==> src/rtl/sobel_conv3x3_pkg.sv <==
// Shared types and helpers for the Sobel 3x3 gradient pipeline.
package sobel_pkg;

  typedef enum logic {
    KERN_GX = 1'b0,
    KERN_GY = 1'b1
  } kernel_sel_e;

  // Headroom bits of the signed kernel sum above the pixel width
  localparam int SUM_EXTRA = 4;

  function automatic logic [31:0] sat_abs(input logic signed [31:0] sum,
                                          input int unsigned        out_w);
    logic [31:0] mag;
    logic [31:0] lim;
    mag = sum[31] ? 32'(-sum) : 32'(sum);
    lim = (32'd1 << out_w) - 32'd1;
    return (mag > lim) ? lim : mag;
  endfunction

endpackage

==> src/rtl/sobel_conv3x3_if.sv <==
// Pixel-stream bundle between the line buffers, the Sobel block and its consumer.
interface sobel_conv3x3_if #(
  parameter int WIDTH     = 12,
  parameter int OUT_WIDTH = 12
);
  logic                 i_valid;
  logic [WIDTH-1:0]     i_row0;
  logic [WIDTH-1:0]     i_row1;
  logic [WIDTH-1:0]     i_row2;
  logic                 i_kernel_sel;
  logic                 o_valid;
  logic [OUT_WIDTH-1:0] o_pixel;
  logic                 o_frame_done;

  modport master (
    output i_valid, i_row0, i_row1, i_row2, i_kernel_sel,
    input  o_valid, o_pixel, o_frame_done
  );

  modport slave (
    input  i_valid, i_row0, i_row1, i_row2, i_kernel_sel,
    output o_valid, o_pixel, o_frame_done
  );
endinterface

==> src/rtl/sobel_conv3x3_window3x3.sv <==
// 3x3 pixel window: one 3-deep shift register per row, column 0 newest.
module window3x3 #(
  parameter int WIDTH = 12
) (
  input  logic                        i_clk,
  input  logic                        i_rst_n,
  input  logic                        i_en,
  input  logic [WIDTH-1:0]            i_col0,
  input  logic [WIDTH-1:0]            i_col1,
  input  logic [WIDTH-1:0]            i_col2,
  output logic [2:0][2:0][WIDTH-1:0]  o_win
);

  logic [2:0][WIDTH-1:0] col_in;

  assign col_in[0] = i_col0;
  assign col_in[1] = i_col1;
  assign col_in[2] = i_col2;

  for (genvar gi = 0; gi < 3; gi++) begin : g_row
    logic [2:0][WIDTH-1:0] row_q;

    always_ff @(posedge i_clk or negedge i_rst_n) begin
      if (!i_rst_n) begin
        row_q <= '0;
      end else if (i_en) begin
        row_q <= {row_q[1], row_q[0], col_in[gi]};
      end
    end

    assign o_win[gi] = row_q;
  end

endmodule

==> src/rtl/sobel_conv3x3.sv <==
// Sobel Gx/Gy gradient magnitude over a streamed 3x3 window, 3-cycle fixed latency,
// with frame position tracking that zeroes the two leading rows and columns.
module sobel_conv3x3
  import sobel_pkg::*;
#(
  parameter int WIDTH     = 12,
  parameter int OUT_WIDTH = 12,
  parameter int IMG_W     = 640,
  parameter int IMG_H     = 480
) (
  input  logic           i_clk,
  input  logic           i_rst_n,
  sobel_conv3x3_if.slave bus
);

  localparam int SUM_W = WIDTH + SUM_EXTRA;
  localparam int COL_W = $clog2(IMG_W);
  localparam int ROW_W = $clog2(IMG_H);
  localparam logic [COL_W-1:0] COL_LAST = COL_W'(IMG_W - 1);
  localparam logic [ROW_W-1:0] ROW_LAST = ROW_W'(IMG_H - 1);
  localparam logic [COL_W-1:0] COL_TWO  = COL_W'(2);
  localparam logic [ROW_W-1:0] ROW_TWO  = ROW_W'(2);

  // Stage 1: window, position and sideband
  logic [2:0][2:0][WIDTH-1:0] win;
  logic [COL_W-1:0]           col_q, col_d;
  logic [ROW_W-1:0]           row_q, row_d;
  logic                       v1_q, border1_q, last1_q;
  kernel_sel_e                ksel1_q;

  // Stage 2: kernel sum
  logic signed [SUM_W-1:0]    e [3][3];
  logic signed [SUM_W-1:0]    gx, gy, sum_d, sum_q;
  logic                       v2_q, border2_q, last2_q;

  // Stage 3: output
  logic [31:0]                sat_full;
  logic [OUT_WIDTH-1:0]       pix_d, pix_q;
  logic                       ovalid_q, fdone_q;

  window3x3 #(.WIDTH(WIDTH)) u_window (
    .i_clk   (i_clk),
    .i_rst_n (i_rst_n),
    .i_en    (bus.i_valid),
    .i_col0  (bus.i_row0),
    .i_col1  (bus.i_row1),
    .i_col2  (bus.i_row2),
    .o_win   (win)
  );

  always_comb begin
    col_d = col_q;
    row_d = row_q;
    if (bus.i_valid) begin
      if (col_q == COL_LAST) begin
        col_d = '0;
        row_d = (row_q == ROW_LAST) ? '0 : row_q + 1'b1;
      end else begin
        col_d = col_q + 1'b1;
      end
    end
  end

  // Flags use the position of the pixel being accepted, before the counters advance
  always_ff @(posedge i_clk or negedge i_rst_n) begin
    if (!i_rst_n) begin
      col_q     <= '0;
      row_q     <= '0;
      v1_q      <= 1'b0;
      border1_q <= 1'b0;
      last1_q   <= 1'b0;
      ksel1_q   <= KERN_GX;
    end else begin
      col_q <= col_d;
      row_q <= row_d;
      v1_q  <= bus.i_valid;
      if (bus.i_valid) begin
        border1_q <= (col_q < COL_TWO) || (row_q < ROW_TWO);
        last1_q   <= (col_q == COL_LAST) && (row_q == ROW_LAST);
        ksel1_q   <= kernel_sel_e'(bus.i_kernel_sel);
      end
    end
  end

  for (genvar gi = 0; gi < 3; gi++) begin : g_ext_row
    for (genvar gj = 0; gj < 3; gj++) begin : g_ext_col
      assign e[gi][gj] = signed'({{SUM_EXTRA{1'b0}}, win[gi][gj]});
    end
  end

  always_comb begin
    gx    = (e[0][0] + (e[1][0] <<< 1) + e[2][0]) - (e[0][2] + (e[1][2] <<< 1) + e[2][2]);
    gy    = (e[0][0] + (e[0][1] <<< 1) + e[0][2]) - (e[2][0] + (e[2][1] <<< 1) + e[2][2]);
    sum_d = (ksel1_q == KERN_GY) ? gy : gx;
  end

  always_ff @(posedge i_clk or negedge i_rst_n) begin
    if (!i_rst_n) begin
      sum_q     <= '0;
      v2_q      <= 1'b0;
      border2_q <= 1'b0;
      last2_q   <= 1'b0;
    end else begin
      v2_q <= v1_q;
      if (v1_q) begin
        sum_q     <= sum_d;
        border2_q <= border1_q;
        last2_q   <= last1_q;
      end
    end
  end

  always_comb begin
    sat_full = sat_abs({{(32 - SUM_W){sum_q[SUM_W-1]}}, sum_q}, OUT_WIDTH);
    pix_d    = sat_full[OUT_WIDTH-1:0];
    if (|sat_full[31:OUT_WIDTH]) begin
      pix_d = '1;
    end
    if (border2_q) begin
      pix_d = '0;
    end
  end

  // o_pixel only moves with a real output so it holds through bubbles
  always_ff @(posedge i_clk or negedge i_rst_n) begin
    if (!i_rst_n) begin
      pix_q    <= '0;
      ovalid_q <= 1'b0;
      fdone_q  <= 1'b0;
    end else begin
      ovalid_q <= v2_q;
      fdone_q  <= v2_q & last2_q;
      if (v2_q) begin
        pix_q <= pix_d;
      end
    end
  end

  assign bus.o_valid      = ovalid_q;
  assign bus.o_pixel      = pix_q;
  assign bus.o_frame_done = fdone_q;

endmodule

==> src/flat_wrapper.sv <==
// flat-port wrapper written by rule: the top's interface ports become plain ports
module sobel_conv3x3_flat import sobel_pkg::*;
#(
  parameter int WIDTH     = 12,
  parameter int OUT_WIDTH = 12,
  parameter int IMG_W     = 640,
  parameter int IMG_H     = 480
)
  (i_clk, i_rst_n, bus_i_valid, bus_i_row0, bus_i_row1, bus_i_row2, bus_i_kernel_sel, bus_o_valid, bus_o_pixel, bus_o_frame_done);
  sobel_conv3x3_if #(.WIDTH(WIDTH), .OUT_WIDTH(OUT_WIDTH)) bus_i ();
  input  logic i_clk;
  input  logic i_rst_n;
  input wire logic [$bits(bus_i.i_valid)-1:0] bus_i_valid;
  input wire logic [$bits(bus_i.i_row0)-1:0] bus_i_row0;
  input wire logic [$bits(bus_i.i_row1)-1:0] bus_i_row1;
  input wire logic [$bits(bus_i.i_row2)-1:0] bus_i_row2;
  input wire logic [$bits(bus_i.i_kernel_sel)-1:0] bus_i_kernel_sel;
  output wire logic [$bits(bus_i.o_valid)-1:0] bus_o_valid;
  output wire logic [$bits(bus_i.o_pixel)-1:0] bus_o_pixel;
  output wire logic [$bits(bus_i.o_frame_done)-1:0] bus_o_frame_done;
  assign bus_i.i_valid = bus_i_valid;
  assign bus_i.i_row0 = bus_i_row0;
  assign bus_i.i_row1 = bus_i_row1;
  assign bus_i.i_row2 = bus_i_row2;
  assign bus_i.i_kernel_sel = bus_i_kernel_sel;
  assign bus_o_valid = bus_i.o_valid;
  assign bus_o_pixel = bus_i.o_pixel;
  assign bus_o_frame_done = bus_i.o_frame_done;
  sobel_conv3x3 #(.WIDTH(WIDTH), .OUT_WIDTH(OUT_WIDTH), .IMG_W(IMG_W), .IMG_H(IMG_H)) u_core (.i_clk(i_clk), .i_rst_n(i_rst_n), .bus(bus_i));
endmodule
==> config.mk <==
export PLATFORM = sky130hd
export DESIGN_NAME = sobel_conv3x3_flat
export DESIGN_NICKNAME = d
export VERILOG_FILES = /design/src/rtl/sobel_conv3x3_pkg.sv /design/src/rtl/sobel_conv3x3_if.sv /design/src/rtl/sobel_conv3x3_window3x3.sv /design/src/rtl/sobel_conv3x3.sv /design/src/flat_wrapper.sv
export SDC_FILE = /design/constraint.sdc
export NUM_CORES = 1
export LEC_CHECK = 0
export CAP_MARGIN = 20
export CORE_MARGIN = 2
export CORE_UTILIZATION = 54
export CTS_CLUSTER_SIZE = 10
export DETAILED_ROUTE_END_ITERATION = 7
export HOLD_SLACK_MARGIN = 0.08
export PLACE_DENSITY_LB_ADDON = 0.1
export SLEW_MARGIN = 20
export SYNTH_ARGS = -nofsm -noshare
export SYNTH_HDL_FRONTEND = slang
export SYNTH_SLANG_ARGS = --single-unit
==> constraint.sdc <==
create_clock -name i_clk -period 14.4 [get_ports i_clk]
set_input_delay 2.88 -clock i_clk [delete_from_list [all_inputs] [get_ports i_clk]]
set_output_delay 2.88 -clock i_clk [all_outputs]
set_load 0.005 [all_outputs]
### Word-level counts from Yosys, hierarchy flattened

Cells that the tools add are included.

| cells by class | value |
|---|---|
| order comparisons | 3 |
| muxes and demuxes | 7 |
| eq/ne operators | 2 |
| reductions and logical operators | 4 |
| add/subtract/negate cells | 13 |
| bitwise operators | 1 |

Operator list:

| kind | number |
|---|---|
| adder 16 x 13 -> 16 bit | 4 |
| two-way mux 32 bit | 2 |
| adder 12 x 13 -> 14 bit | 4 |
| greater-than comparator 32 x 12 -> 1 bit (second input constant) | 1 |
| negation 16 -> 32 bit | 1 |
| subtractor 16 bit | 2 |
| two-way mux 12 bit | 2 |
| OR reduction 20 bit | 1 |
| two-way mux 16 bit | 1 |
| adder 10 x 1 -> 10 bit (second input constant) | 1 |
| == test 10 bit (second input constant) | 1 |
| < comparator 10 x 2 -> 1 bit (second input constant) | 1 |
| two-way mux 10 bit | 1 |
| adder 9 x 1 -> 9 bit (second input constant) | 1 |
| == test 9 bit (second input constant) | 1 |
| < comparator 9 x 2 -> 1 bit (second input constant) | 1 |
| two-way mux 9 bit | 1 |
| AND reduction 2 bit | 1 |
| bitwise AND 1 bit | 1 |
| logical AND 1 bit | 1 |
| logical OR 1 bit | 1 |

| word-level totals | value |
|---|---|
| output and inout bits | 14 |
| register bits after elaboration | 164 |
| word-level logic and storage cells | 52 |

### Longest topological paths before layout

| logic depth | value |
|---|---|
| depth in word-level cells | 7 |
| gate-level depth with buffers | 22 |
| gate-level depth less buffers | 22 |

### Hierarchy

A second synthesis with hierarchy kept.

| unflattened totals | value |
|---|---|
| cells, all modules | 814 |
| area, all modules | 10097.2 sq um |

By module, submodules not included:

| module | area an instance (sq um) | cells each | instances |
|---|---|---|---|
| sobel_conv3x3 | 6018.3 | 586 | 1 |
| window3x3 | 4078.9 | 228 | 1 |

### Worst setup path before layout

Ideal clock, no wire load.

| timing | value |
|---|---|
| path kind | flip-flop to flip-flop |
| from | register u_core.u_window.g_row[2].row_q (netlist bit u_core.u_window.o_win[73]) |
| to | register u_core.sum_q[15] |
| setup time | 0.088 ns |
| arrival time | 4.504 ns |
| buffers on the path | 0 |
| period minus slack after synthesis | 4.592 ns |
| path slack | 9.808 ns |
| cell stages (with the launch flop) | 22 |
| path through | dfrtp_1 > ha_1 > inv_1 > fa_1 > nor2b_1 > o21ai_0 > a21boi_0 > o21ai_0 > a21oi_1 > nor3_1 > xor2_1 > fa_1 > inv_1 > fa_1 > inv_1 > ha_1 > nor2b_1 > or4_1 > a21oi_1 > nor3b_1 > a2111o_1 > a41oi_1 |

| on the way | value |
|---|---|
| cells in the longest elaborated chain, start to end | 4 |
| elaborated cells on any way between the ends | 6 |

Ends and longest elaborated chain:

| item | RTL line | source |
|---|---|---|
| from (decl) | sobel_conv3x3_window3x3.sv:21 | `logic [2:0][WIDTH-1:0] row_q;` |
| from (signal assigned) | sobel_conv3x3_window3x3.sv:27 | `row_q <= {row_q[1], row_q[0], col_in[gi]};` |
| adder 12 x 13 -> 14 bit | sobel_conv3x3.sv:93 | `gy = (e[0][0] + (e[0][1] <<< 1) + e[0][2]) - (e[2][0] + (e[2][1] <<< 1) + e[2][2]);` |
| adder 16 x 13 -> 16 bit | sobel_conv3x3.sv:93 |  |
| subtractor 16 bit | sobel_conv3x3.sv:93 |  |
| two-way mux 16 bit * | sobel_conv3x3.sv:94 | `sum_d = (ksel1_q == KERN_GY) ? gy : gx;` |
| to (signal assigned) | sobel_conv3x3.sv:106 | `sum_q <= sum_d;` |
| to (decl) | sobel_conv3x3.sv:33 | `logic signed [SUM_W-1:0] gx, gy, sum_d, sum_q;` |

Mark *: on every way between the ends. The rest lies on a longest branch, timed or not.
A chain may end at the register's enable or synchronous reset.

### Worst setup path after layout

Same ends and word-level chain as after synthesis.

==> flow_results.org <==
** Worst setup path
- By startpoint and endpoint, the worst setup path is classified as reg2reg.
- Number of cell instances on the worst register-to-register path :: 21
- Critical path arrival :: roughly 5.6 ns
- Combined buffer and inverter count along the critical path :: 3
- Among all stages on the critical path, the largest delay is contributed by fa_1.
- Max stage delay on crit path :: approximately 0.52 ns
- In this run the critical register-to-register path is launched from u_core.u_window.o_win[73].
- On the critical path the largest part of the delay comes from adder cells.
- Data on the critical path is required at its endpoint by 14.74 ns.
- The worst setup path is captured at a flip-flop.
- Crit-path max FO :: 5
- Startpoint kind of the worst setup timing path :: flip-flop
- The critical path goes through ha_1 > inv_1 > fa_1 > nor2b_1 > o21ai_0 > a21boi_0 > o21ai_0 > a21oi_1 > nor3_1 > xor2_1 > fa_1 > inv_1 > fa_1 > inv_1 > ha_1 > nor2b_1 > or4_1 > a21oi_1 > nor3b_1 > a2111o_1 > a41oi_1.
- FF-to-FF End :: u_core.sum_q[15]
- Worst-case register-to-register setup slack :: 9.19 ns

** Timing
- Worst Skew :: roughly 0.0088 ns
- Minimum clock period after layout :: 5.211 ns
- Setup_tns :: 0 ns
- Setup violations remaining at the end of the flow were counted as 0.
- Final hold vios :: 0
- The number of pins with negative max-slew slack in the final report came to 0.
- Ratio of final minimum period to clock period :: between 30% and 40%
- Setup repair after global routing left no endpoint under its margin.
- Actual slew at the worst max-slew pin :: about 0.99 ns
- For this run, the top clock speed supported by timing is between 150 and 200 MHz.
- The worst pin sits at a relative slew slack of 33.79%.
- Setup ws final :: 9.189 ns

** CTS
- TritonCTS sink count :: 164
- Post-CTS repair changed the size of 0 cells.
- Clock Tree Root :: clkbuf_16
- Once the clock tree was built, the setup fixing pass inserted 0 buffers.
- Number of buffers created by CTS :: 17
- Clock-pin slew was measured on the worst setup and hold paths at 0.07 ns.
- Buffers inserted to repair hold after CTS numbered 0.
- Bufs on Longest Clock Path :: 2
- The H-tree was split into 4 levels.
- TritonCTS built the clock tree.
- Later-pin clock latency in the skew report :: 0.43 ns

** Synthesis
- Synthesis inferred between 150 and 200 register bits.
- Averaged over all synthesized cells, the footprint is around 9.8 um2.
- Counting distinct cell types in the post-synthesis netlist gives 65.
- Async set-reset flop share out of synthesis :: 100.0%
- Mapped Nets :: 1346
- Fraction of the yosys area taken by sequential cells :: 35.99%
- The synthesized design contains 0 enable-type register cells.
- The most used flip-flop cell after synthesis is dfrtp_1.
- After synthesis the cells add up to 0.01140 mm2.
- Yosys warning total :: 0
- In the synthesized netlist, the number of instances is 1169.

** Pwr
- Summed over all cells, the static leakage comes to 5.943 nW.
- For this design the ratio of total power to cell area is 265.7 mW/mm2.
- Peak supply drop :: approximately 170 uV
- Overall Power :: 0.003385 W

** Placed design
- Before CTS, the worst setup slack after placement is ~9.3 ns.
- Half-perimeter wire length after placement :: 17740 um
- Quantity of I/O buffers inserted on ports :: 53
- Placer's final routability congestion estimate :: 0.8205

** Global route
- The via count of the first global-routing pass is 8304.
- The initial antenna violation count came to 0.
- Pin count of the biggest net entering global routing :: about 110
- Total overflow reported by the global router :: 0
- Total GRT Usage :: 22.61%
- The first global-routing pass estimated 40250 um of wire.

** Worst hold path
- The worst hold path begins at u_core.v2_q.
- Worst hold stages :: 0
- HP Class :: reg2reg
- The path with the worst hold slack has its endpoint at u_core.bus.o_valid.

** Die
- The die covers roughly 0.022 mm2.
- Area of the core :: about 0.021 mm2
- The die is 149.3 um wide.
- In this run the count of I/O pins placed on the die edge is 54.
- Die Y-Extent :: ~150 um
- Starting Density :: 54.59%
- Standard-cell row count :: 53

** Finish
- Summing all multi-input logic gate instances after layout gives about 0.0066 mm2.
- Area taken by flip-flops and latches :: 0.004104 mm2
- Of the cells placed in the final design, the portion with a size suffix greater than 1 is 9.861%.
- Net total in the final layout :: between 1000 and 1500
- Fillcell total :: 1832
- Compared with the post-synthesis result, the final layout area differs by 11.73%.
- Antenna diode count :: 0

** Detailed routing
- The final route contains 8270 vias.
- After detailed routing, the number of remaining DRC violations is 0.
- After detailed routing, the average wire length per cell comes to 15.57 um.
- Number of nets still failing antenna checks after routing :: 0
- After the first detailed-routing iteration, the DRC count stood at 361.
- Number of optimization iterations in the first detailed-route pass :: 5
- In the routed layout, each cell is associated on average with a via count of 5.506.
- Summed over all layers, the routed wires come to 23390 um.

** Run
- Max-capacitance violation count :: 0

** Run status
- Outcome :: finished, final reports clean
-- kinds of logic after synthesis --
group,after synthesis,synth area share [%]
AOI/OAI and AO/OA,249,13.67
buffers and inverters,188,6.276
muxes,81,7.944
and+or+nand+nor,276,11.98
DFF,164,35.99
adders and majority gates,137,18.46
xor gates and xnor gates,74,5.684
-- layout make-up --
type / count / area share, %
Clock buffer: 20 / 3.427
Clock inverter: 12 / 0.9427
Inverter: 157 / 4.625
Multi-Input combinational cell: 817 / 51.67
Sequential cell: 164 / 32.21
Tap cell: 275 / 2.701
Timing Repair Buffer: 57 / 4.419
-- power breakdown --
part | total, W | leakage, nW | internal [W] | switching [W]
sequential | 0.000631 | 1.98 | 0.000551 | 0.0000799
clock | 0.000446 | 0.260 | 0.000242 | 0.000204
combinational | 0.00231 | 3.70 | 0.00103 | 0.00128
-- cell usage in the layout, fill, tap and decap left out, types with 5 or more instances in the layout --
| master | count |
|---|---|
| and2_1 | 5 |
| mux2i_1 | 5 |
| xor2_1 | 28 |
| clkbuf_16 | 17 |
| a31oi_1 | 7 |
| o21ai_0 | 84 |
| dfrtp_1 | 164 |
| ha_1 | 85 |
| nor4_1 | 16 |
| a211oi_1 | 8 |
| nand2b_1 | 13 |
| nand4_1 | 6 |
| o21bai_1 | 5 |
| inv_6 | 5 |
| and3_1 | 7 |
| a21oi_1 | 55 |
| o2111ai_1 | 5 |
| or4_1 | 5 |
| clkdlybuf4s50_1 | 51 |
| nand2_1 | 97 |
| o31ai_1 | 8 |
| nor2_1 | 54 |
| fa_1 | 52 |
| o21a_1 | 13 |
| a21o_1 | 28 |
| inv_1 | 157 |
| xnor2_1 | 46 |
| nor3_1 | 12 |
| nor2b_1 | 17 |
| nand3_1 | 20 |
| or3_1 | 5 |
| mux2_2 | 76 |
-- worst reg2reg max path, stage by stage (launching register included) --
cell and delay [ns]:
dfrtp_1 0.44, ha_1 0.24, inv_1 0.07, fa_1 0.21, nor2b_1 0.05, o21ai_0 0.26
a21boi_0 0.14, o21ai_0 0.32, a21oi_1 0.18, nor3_1 0.30, xor2_1 0.14, fa_1 0.52
inv_1 0.05, fa_1 0.50, inv_1 0.04, ha_1 0.34, nor2b_1 0.16, or4_1 0.42
a21oi_1 0.15, nor3b_1 0.07, a2111o_1 0.29, a41oi_1 0.22
-- synthesized netlist by cell type, types with 7 or more instances --
library cell,number,share of area [%]
a211oi_1,8,0.53
a21o_1,28,1.8
a21oi_1,55,2.4
a31oi_1,7,0.38
and3_1,7,0.38
clkbuf_1,25,0.82
dfrtp_1,164,36
fa_1,52,9.1
ha_1,85,9.3
inv_1,157,5.2
mux2_2,76,7.5
nand2_1,97,3.2
nand2b_1,13,0.71
nand3_1,20,0.88
nor2_1,54,1.8
nor2b_1,17,0.93
nor3_1,12,0.53
nor4_1,16,0.88
o21a_1,13,0.86
o21ai_0,84,3.7
o31ai_1,8,0.53
xnor2_1,46,3.5
xor2_1,28,2.2
-- how the worst max path moves through the flow --
stage	startpoint	end	slack, ns	cells past startpoint
2_1_floorplan	u_core.u_window.o_win[73]	u_core.sum_q[15]	9.81	21
5_1_grt	u_core.u_window.o_win[73]	u_core.sum_q[15]	8.87	21
3_3_place_gp	bus_i_valid	u_core.row_q[8]	9.35	8
3_5_place_dp	bus_i_valid	u_core.row_q[8]	9.28	8
6_report	u_core.u_window.o_win[73]	u_core.sum_q[15]	9.19	21
4_1_cts	u_core.u_window.o_win[1]	u_core.sum_q[15]	9.24	20
-- layer usage --
layer  global-route usage, %  part of all wire [%]  vias up
li1                        -                     -     4098
met1                   32.14                    49     4002
met2                   36.38                    46      140
met3                   3.425                   3.3       30
met4                   5.952                   1.4        0
met5                       0                     0        -
-- per-stage QoR --
stage	instance area (um2)	hold slack [ns]	util (%)	cells
after global routing	12740	0.4478	60.99	1502
after CTS	12740	0.4290	60.99	1502
after detailed placement	12180	0.4139	58.33	1470
after global placement	12180	0.4129	58.33	1470
after floorplan	11400	0.3879	-	1169
final	12740	0.4232	60.99	1502
-- state kept, by name (all words and copies together), names as in the netlist --
name and cells:
u_core.u_window.o_win 108, u_core.sum_q 16, u_core.bus.o_pixel 12, u_core.col_q 10, u_core.row_q 9, u_core.border1_q 1
u_core.border2_q 1, u_core.bus.o_frame_done 1, u_core.bus.o_valid 1, u_core.ksel1_q 1, u_core.last1_q 1, u_core.last2_q 1
u_core.v1_q 1, u_core.v2_q 1
No activity file was read; power rests on OpenSTA's default activity.
